**config.mk**
```make
export PLATFORM = sky130hd
export DESIGN_NAME = dmi_slave_adapter
export DESIGN_NICKNAME = d
export VERILOG_FILES = /design/src/rtl/dmi_slave_adapter.sv
export SDC_FILE = /design/constraint.sdc
export NUM_CORES = 1
export LEC_CHECK = 0
export CORE_UTILIZATION = 42
export DETAILED_ROUTE_END_ITERATION = 7
export PLACE_DENSITY_LB_ADDON = 0.12
export REMOVE_ABC_BUFFERS = 1
export SKIP_LAST_GASP = 1
export SLEW_MARGIN = 5
export SYNTH_ARGS = -nofsm -noshare
export SYNTH_HDL_FRONTEND = slang
export SYNTH_SLANG_ARGS = --single-unit
```
**constraint.sdc**
```tcl
create_clock -name clk_i -period 2.1 [get_ports clk_i]
set_clock_uncertainty 0.1 [all_clocks]
set_input_delay 0.21 -clock clk_i [delete_from_list [all_inputs] [get_ports clk_i]]
set_output_delay 0.21 -clock clk_i [all_outputs]
set_load 0.01 [all_outputs]
```
**src/rtl/dmi_slave_adapter.sv**
```systemverilog
// DMI responder: turns one DMI request at a time into a single req/gnt, rvalid/rdata
// register-bus access and returns the DMI response, with an optional access timeout.
module dmi_slave_adapter #(
    parameter int unsigned TimeoutCycles = 255
) (
    input  logic        clk_i,
    input  logic        rst_i,
    // {addr[6:0], op[1:0], data[31:0]}
    input  logic [40:0] dmi_req_i,
    input  logic        dmi_req_valid_i,
    output logic        dmi_req_ready_o,
    // {data[31:0], resp[1:0]}
    output logic [33:0] dmi_resp_o,
    output logic        dmi_resp_valid_o,
    input  logic        dmi_resp_ready_i,
    output logic        reg_req_o,
    output logic        reg_we_o,
    output logic [6:0]  reg_addr_o,
    output logic [31:0] reg_wdata_o,
    input  logic        reg_gnt_i,
    input  logic        reg_rvalid_i,
    input  logic [31:0] reg_rdata_i,
    input  logic        reg_err_i,
    output logic        busy_o
);

    typedef enum logic [1:0] {
        IDLE   = 2'd0,
        ACCESS = 2'd1,
        WAIT   = 2'd2,
        RESP   = 2'd3
    } state_e;

    typedef enum logic [1:0] {
        OP_NOP   = 2'd0,
        OP_READ  = 2'd1,
        OP_WRITE = 2'd2,
        OP_RSVD  = 2'd3
    } op_e;

    localparam logic [1:0] RespSuccess = 2'd0;
    localparam logic [1:0] RespFailed  = 2'd2;

    // A zero timeout still gets a 1-bit counter so the compare stays well formed.
    localparam int unsigned   CntW   = (TimeoutCycles > 0) ? $clog2(TimeoutCycles + 1) : 1;
    localparam logic [CntW-1:0] CntMax = CntW'(TimeoutCycles);

    state_e            state_q, state_d;
    op_e               op_q, op_d;
    logic [6:0]        addr_q, addr_d;
    logic [31:0]       wdata_q, wdata_d;
    logic [CntW-1:0]   cnt_q, cnt_d;
    logic [31:0]       rsp_data_q, rsp_data_d;
    logic [1:0]        rsp_code_q, rsp_code_d;

    logic              timeout_hit;
    logic [CntW-1:0]   cnt_inc;

    always_comb begin
        state_d    = state_q;
        op_d       = op_q;
        addr_d     = addr_q;
        wdata_d    = wdata_q;
        cnt_d      = cnt_q;
        rsp_data_d = rsp_data_q;
        rsp_code_d = rsp_code_q;

        timeout_hit = (TimeoutCycles != 0) && (cnt_q == CntMax);
        // Saturate at the timeout value so a grant on the last cycle still leaves WAIT bounded.
        cnt_inc     = (cnt_q == CntMax) ? cnt_q : cnt_q + 1'b1;

        unique case (state_q)
            IDLE: begin
                if (dmi_req_valid_i) begin
                    addr_d  = dmi_req_i[40:34];
                    op_d    = op_e'(dmi_req_i[33:32]);
                    wdata_d = dmi_req_i[31:0];
                    cnt_d   = '0;
                    unique case (op_e'(dmi_req_i[33:32]))
                        OP_NOP: begin
                            rsp_data_d = '0;
                            rsp_code_d = RespSuccess;
                            state_d    = RESP;
                        end
                        OP_RSVD: begin
                            rsp_data_d = '0;
                            rsp_code_d = RespFailed;
                            state_d    = RESP;
                        end
                        default: state_d = ACCESS;
                    endcase
                end
            end
            ACCESS: begin
                cnt_d = cnt_inc;
                if (reg_gnt_i) begin
                    state_d = WAIT;
                end else if (timeout_hit) begin
                    rsp_data_d = '0;
                    rsp_code_d = RespFailed;
                    state_d    = RESP;
                end
            end
            WAIT: begin
                cnt_d = cnt_inc;
                if (reg_rvalid_i) begin
                    rsp_data_d = (op_q == OP_READ) ? reg_rdata_i : '0;
                    rsp_code_d = reg_err_i ? RespFailed : RespSuccess;
                    state_d    = RESP;
                end else if (timeout_hit) begin
                    rsp_data_d = '0;
                    rsp_code_d = RespFailed;
                    state_d    = RESP;
                end
            end
            RESP: begin
                if (dmi_resp_ready_i) begin
                    state_d = IDLE;
                end
            end
        endcase
    end

    always_ff @(posedge clk_i) begin
        if (rst_i) begin
            state_q    <= IDLE;
            op_q       <= OP_NOP;
            addr_q     <= '0;
            wdata_q    <= '0;
            cnt_q      <= '0;
            rsp_data_q <= '0;
            rsp_code_q <= '0;
        end else begin
            state_q    <= state_d;
            op_q       <= op_d;
            addr_q     <= addr_d;
            wdata_q    <= wdata_d;
            cnt_q      <= cnt_d;
            rsp_data_q <= rsp_data_d;
            rsp_code_q <= rsp_code_d;
        end
    end

    // Outputs decode registered state only; reset forces them quiet in the reset cycle itself.
    always_comb begin
        dmi_req_ready_o  = !rst_i && (state_q == IDLE);
        dmi_resp_valid_o = !rst_i && (state_q == RESP);
        reg_req_o        = !rst_i && (state_q == ACCESS);
        reg_we_o         = !rst_i && (state_q == ACCESS) && (op_q == OP_WRITE);
        reg_addr_o       = rst_i ? '0 : addr_q;
        reg_wdata_o      = rst_i ? '0 : wdata_q;
        busy_o           = !rst_i && (state_q != IDLE);
        dmi_resp_o       = {rsp_data_q, rsp_code_q};
    end

endmodule

```
==> results by group <==
Status
  • Result of the run: complete, no violations

Synth
  • Proportion of synthesized flip-flops having asynchronous set or reset: 0
  • Dominant cells by area after synthesis: sky130_fd_sc_hd__dfxtp_1 47%, sky130_fd_sc_hd__nand2_1 8.9%, sky130_fd_sc_hd__a22o_2 8.6%
  • Most common flop cell mapped by yosys: sky130_fd_sc_hd__dfxtp_1
  • Number of synthesized flops with an enable pin: 0
  • Number of warnings reported in the yosys synthesis log: 0
  • Sequential fraction of the synthesis area: 0.474
  • Average size of a mapped cell: 9.05 µm²
  • Synth Cell Area: 3590 µm²
  • Register bit count reported by yosys: 85
  • Cell type with the largest total area after synthesis: sky130_fd_sc_hd__dfxtp_1
  • List of most frequent post-synthesis cells: 85 x sky130_fd_sc_hd__dfxtp_1, 85 x sky130_fd_sc_hd__nand2_1, 51 x sky130_fd_sc_hd__a21oi_1
  • Yosys cell types: 48
  • Top cell type's share of synthesized area: 0.474
  • Number of instances in the synthesized netlist: 397

Power and ir drop
  • Leakage power: 2.08 nW
  • Highest ir drop seen on vdd: 666 µV
  • Power density relative to cell area: 900 nW/µm²

STA
  • RSZ-0062 raised after global routing: false
  • Slew margin rel.: 0.720
  • Max-slew violation count: 0
  • Slew @ Worst Pin: 0.419 ns
  • Maximum clock frequency: 495 MHz
  • Final clock period utilization by the worst path: 0.962
  • Post-route setup TNS: 0 ns
  • Period minus WS final: 2.02 ns
  • Number of endpoints with negative hold slack in the final report: 0
  • Final setup violation count: 0

Cells and area
  • Storage element area: 1700 µm²
  • Area growth from synthesis to layout: 53.3%
  • Ratio of cells with drive above 1 in the final layout: 0.132
  • Core utilization of the finished layout: 0.667
  • Filler Cell Count: 692
  • Area occupied by multi-input gates: 1710 µm²
  • Cell Count, Final, Fillers Out: 658
  • Total inserted antenna cells: 0
  • Area of all placed cells without fillers: 5510 µm²
  • Net count, final: 636

Critical path
  • Slowest cell delay on critical path: 0.55 ns
  • Critical Path Sink Type: primary output
  • Maximum fanout along the worst path: 5
  • CP Class: flip-flop to primary output
  • Critical path data required time: 1.79 ns
  • Startpoint type of the worst setup path: flip-flop
  • Endpoint arrival time on the critical path: 1.71 ns
  • Sequence of cells on the critical path: ha_1, nor2b_1, clkdlybuf4s50_1
  • Slowest library cell on the worst path: sky130_fd_sc_hd__clkdlybuf4s50_1

Route
  • Total number of vias: 3285
  • Routed wire per std cell: 13.6 µm
  • Number of vias per cell: 4.99
  • TritonRoute pass-1 iters: 4
  • Initial detailed-routing violation count: 59
  • Post-route DRC violation count: 0
  • Post-detailed-route count of antenna-violating nets: 0
  • Routed Wire Length: 8.93 mm

Die
  • Number of I/O pins: 158
  • Initial cell density of the core: 0.435
  • Area of the core: 8260 µm²
  • Row Count: 33
  • Die extent in x: 94.5 µm
  • Die Y: 94.5 µm
  • DIE AREA: 8930 µm²

Global route
  • Pin count of the biggest net entering global routing: 70
  • Number of global-route vias before repair: 3035
  • Number of antenna violations at the first check in global routing: 0
  • Total track usage: 0.196
  • First-pass GRT wire length: 13.8 mm
  • Total global routing overflow: 0

Placed design
  • Number of buffer cells added on primary ports: 157
  • Cell Count Post-Placement: 642
  • Final weighted congestion in routability-driven placement: 0.761
  • Instance area at placement: 5240 µm²
  • Detailed placement HPWL: 6.23 mm

CTS
  • CTS buffer count: 9
  • Hold-fix buffers, CTS: 0
  • Register clock-pin slew on the reported worst setup and hold paths: 0.08 ns
  • H-tree levels: 3
  • Post-cts repair resize count: 4
  • Buffer levels on the longest clock path: 2
  • Setup repair bufs after CTS: 0
  • Clock tree from TritonCTS: yes
  • Clock sink total: 85
  • Clock latency on the worst-skew pair: 0.34 ns
  • Clock root buffer master: sky130_fd_sc_hd__clkbuf_8

Worst hold path
  • Class of the tightest hold or removal check: input port to flip-flop

Run
  • Max capacitance violation total: 0
[per-stage QoR]
stage | hold slack (ns) | power (mW) | setup WS, ns
6_report | 0.149 | 4.96 | 0.0790
5_1_grt | 0.164 | 5.26 | 0.0256
4_1_cts | 0.131 | 4.95 | -0.0454
3_5_place_dp | 0.342 | 3.62 | -0.159
3_3_place_gp | 0.337 | 3.59 | -0.144
2_1_floorplan | 0.176 | 2.85 | -0.170
[kinds of logic (layout without fill, tap and decap cells)]
logic type | after synthesis | count (layout) | synth area share
XOR/XNOR | 1 | 1 | 0.00244
flip-flops | 85 | 85 | 0.474
AND/OR/NAND/NOR | 157 | 157 | 0.216
adder cells (fa/ha/maj) | 8 | 8 | 0.0279
AO/OA/AOI/OAI | 106 | 106 | 0.210
buffers and inverters | 37 | 193 | 0.0599
multiplexers | 3 | 3 | 0.00975
[layout by cell type (no fill, tap or decap), types with 2 or more instances in the layout]
| cell type | count |
|---|---|
| sky130_fd_sc_hd__inv_2 | 2 |
| sky130_fd_sc_hd__nand2_1 | 85 |
| sky130_fd_sc_hd__o31ai_1 | 2 |
| sky130_fd_sc_hd__ha_1 | 6 |
| sky130_fd_sc_hd__dlygate4sd2_1 | 2 |
| sky130_fd_sc_hd__o21ai_0 | 4 |
| sky130_fd_sc_hd__dfxtp_1 | 84 |
| sky130_fd_sc_hd__and2_1 | 2 |
| sky130_fd_sc_hd__clkinvlp_4 | 2 |
| sky130_fd_sc_hd__clkdlybuf4s50_1 | 154 |
| sky130_fd_sc_hd__nor2b_1 | 43 |
| sky130_fd_sc_hd__nand3_1 | 5 |
| sky130_fd_sc_hd__bufinv_16 | 2 |
| sky130_fd_sc_hd__a21oi_2 | 2 |
| sky130_fd_sc_hd__a21oi_1 | 51 |
| sky130_fd_sc_hd__a22o_2 | 31 |
| sky130_fd_sc_hd__nand2b_1 | 2 |
| sky130_fd_sc_hd__or4_1 | 2 |
| sky130_fd_sc_hd__clkbuf_8 | 10 |
| sky130_fd_sc_hd__inv_1 | 7 |
| sky130_fd_sc_hd__buf_12 | 4 |
| sky130_fd_sc_hd__nand4_1 | 2 |
| sky130_fd_sc_hd__nor2_1 | 5 |
| sky130_fd_sc_hd__mux2i_1 | 2 |
| sky130_fd_sc_hd__or3_1 | 3 |
| sky130_fd_sc_hd__a211oi_1 | 3 |
| sky130_fd_sc_hd__buf_4 | 7 |
| sky130_fd_sc_hd__ha_4 | 2 |
[final cells by class]
| cell class | instances | share of cell area |
|---|---|---|
| Tap cell | 105 | 0.0239 |
| Timing Repair Buffer | 168 | 0.308 |
| Inverter | 9 | 0.00614 |
| Multi-Input combinational cell | 275 | 0.310 |
| Clock buffer | 10 | 0.0250 |
| Sequential cell | 85 | 0.309 |
| Clock inverter | 6 | 0.0173 |
[sequential cells by signal, indices dropped and copies added, names as in the netlist]
signal and cells:
addr_q 7, op_q 2, cnt_q 8, rsp_data_q 32
state_q 2, wdata_q 32, rsp_code_q 2
[power by group]
group	switching [mW]	leakage [nW]	total (mW)	internal, mW
Sequential	0.0971	0.691	1.89	1.79
Clock	0.599	0.111	1.31	0.713
Combinational	0.903	1.27	1.75	0.851
Total	1.60	2.08	4.96	3.36
[metal layers]
metal / global-route usage / wire length, µm / vias to the layer above
met4: 0.0909 / 170 / 0
li1: - / - / 1656
met2: 0.317 / 4020 / 124
met5: 0 / 0 / -
met1: 0.242 / 3970 / 1489
met3: 0.0539 / 773 / 16
[worst paths after layout]
kind          startpoint                to  slack, ns  depth (start not counted)
max           state_q[1]  dmi_resp_valid_o       0.08                          3
min                rst_i          cnt_q[0]       0.15                          2
max reg2reg   state_q[1]          cnt_q[5]       0.18                          7
min reg2reg  wdata_q[19]       wdata_q[19]       0.35                          2
[worst max-delay path, delay by kind of cell, from the launching register on]
kind | cells | cell delay [ns]
buffers and inverters | 1 | 0.55
flip-flops | 1 | 0.42
AND/OR/NAND/NOR | 1 | 0.15
adder cells (fa/ha/maj) | 1 | 0.24
Note: power is estimated with default switching activity, not from simulation.
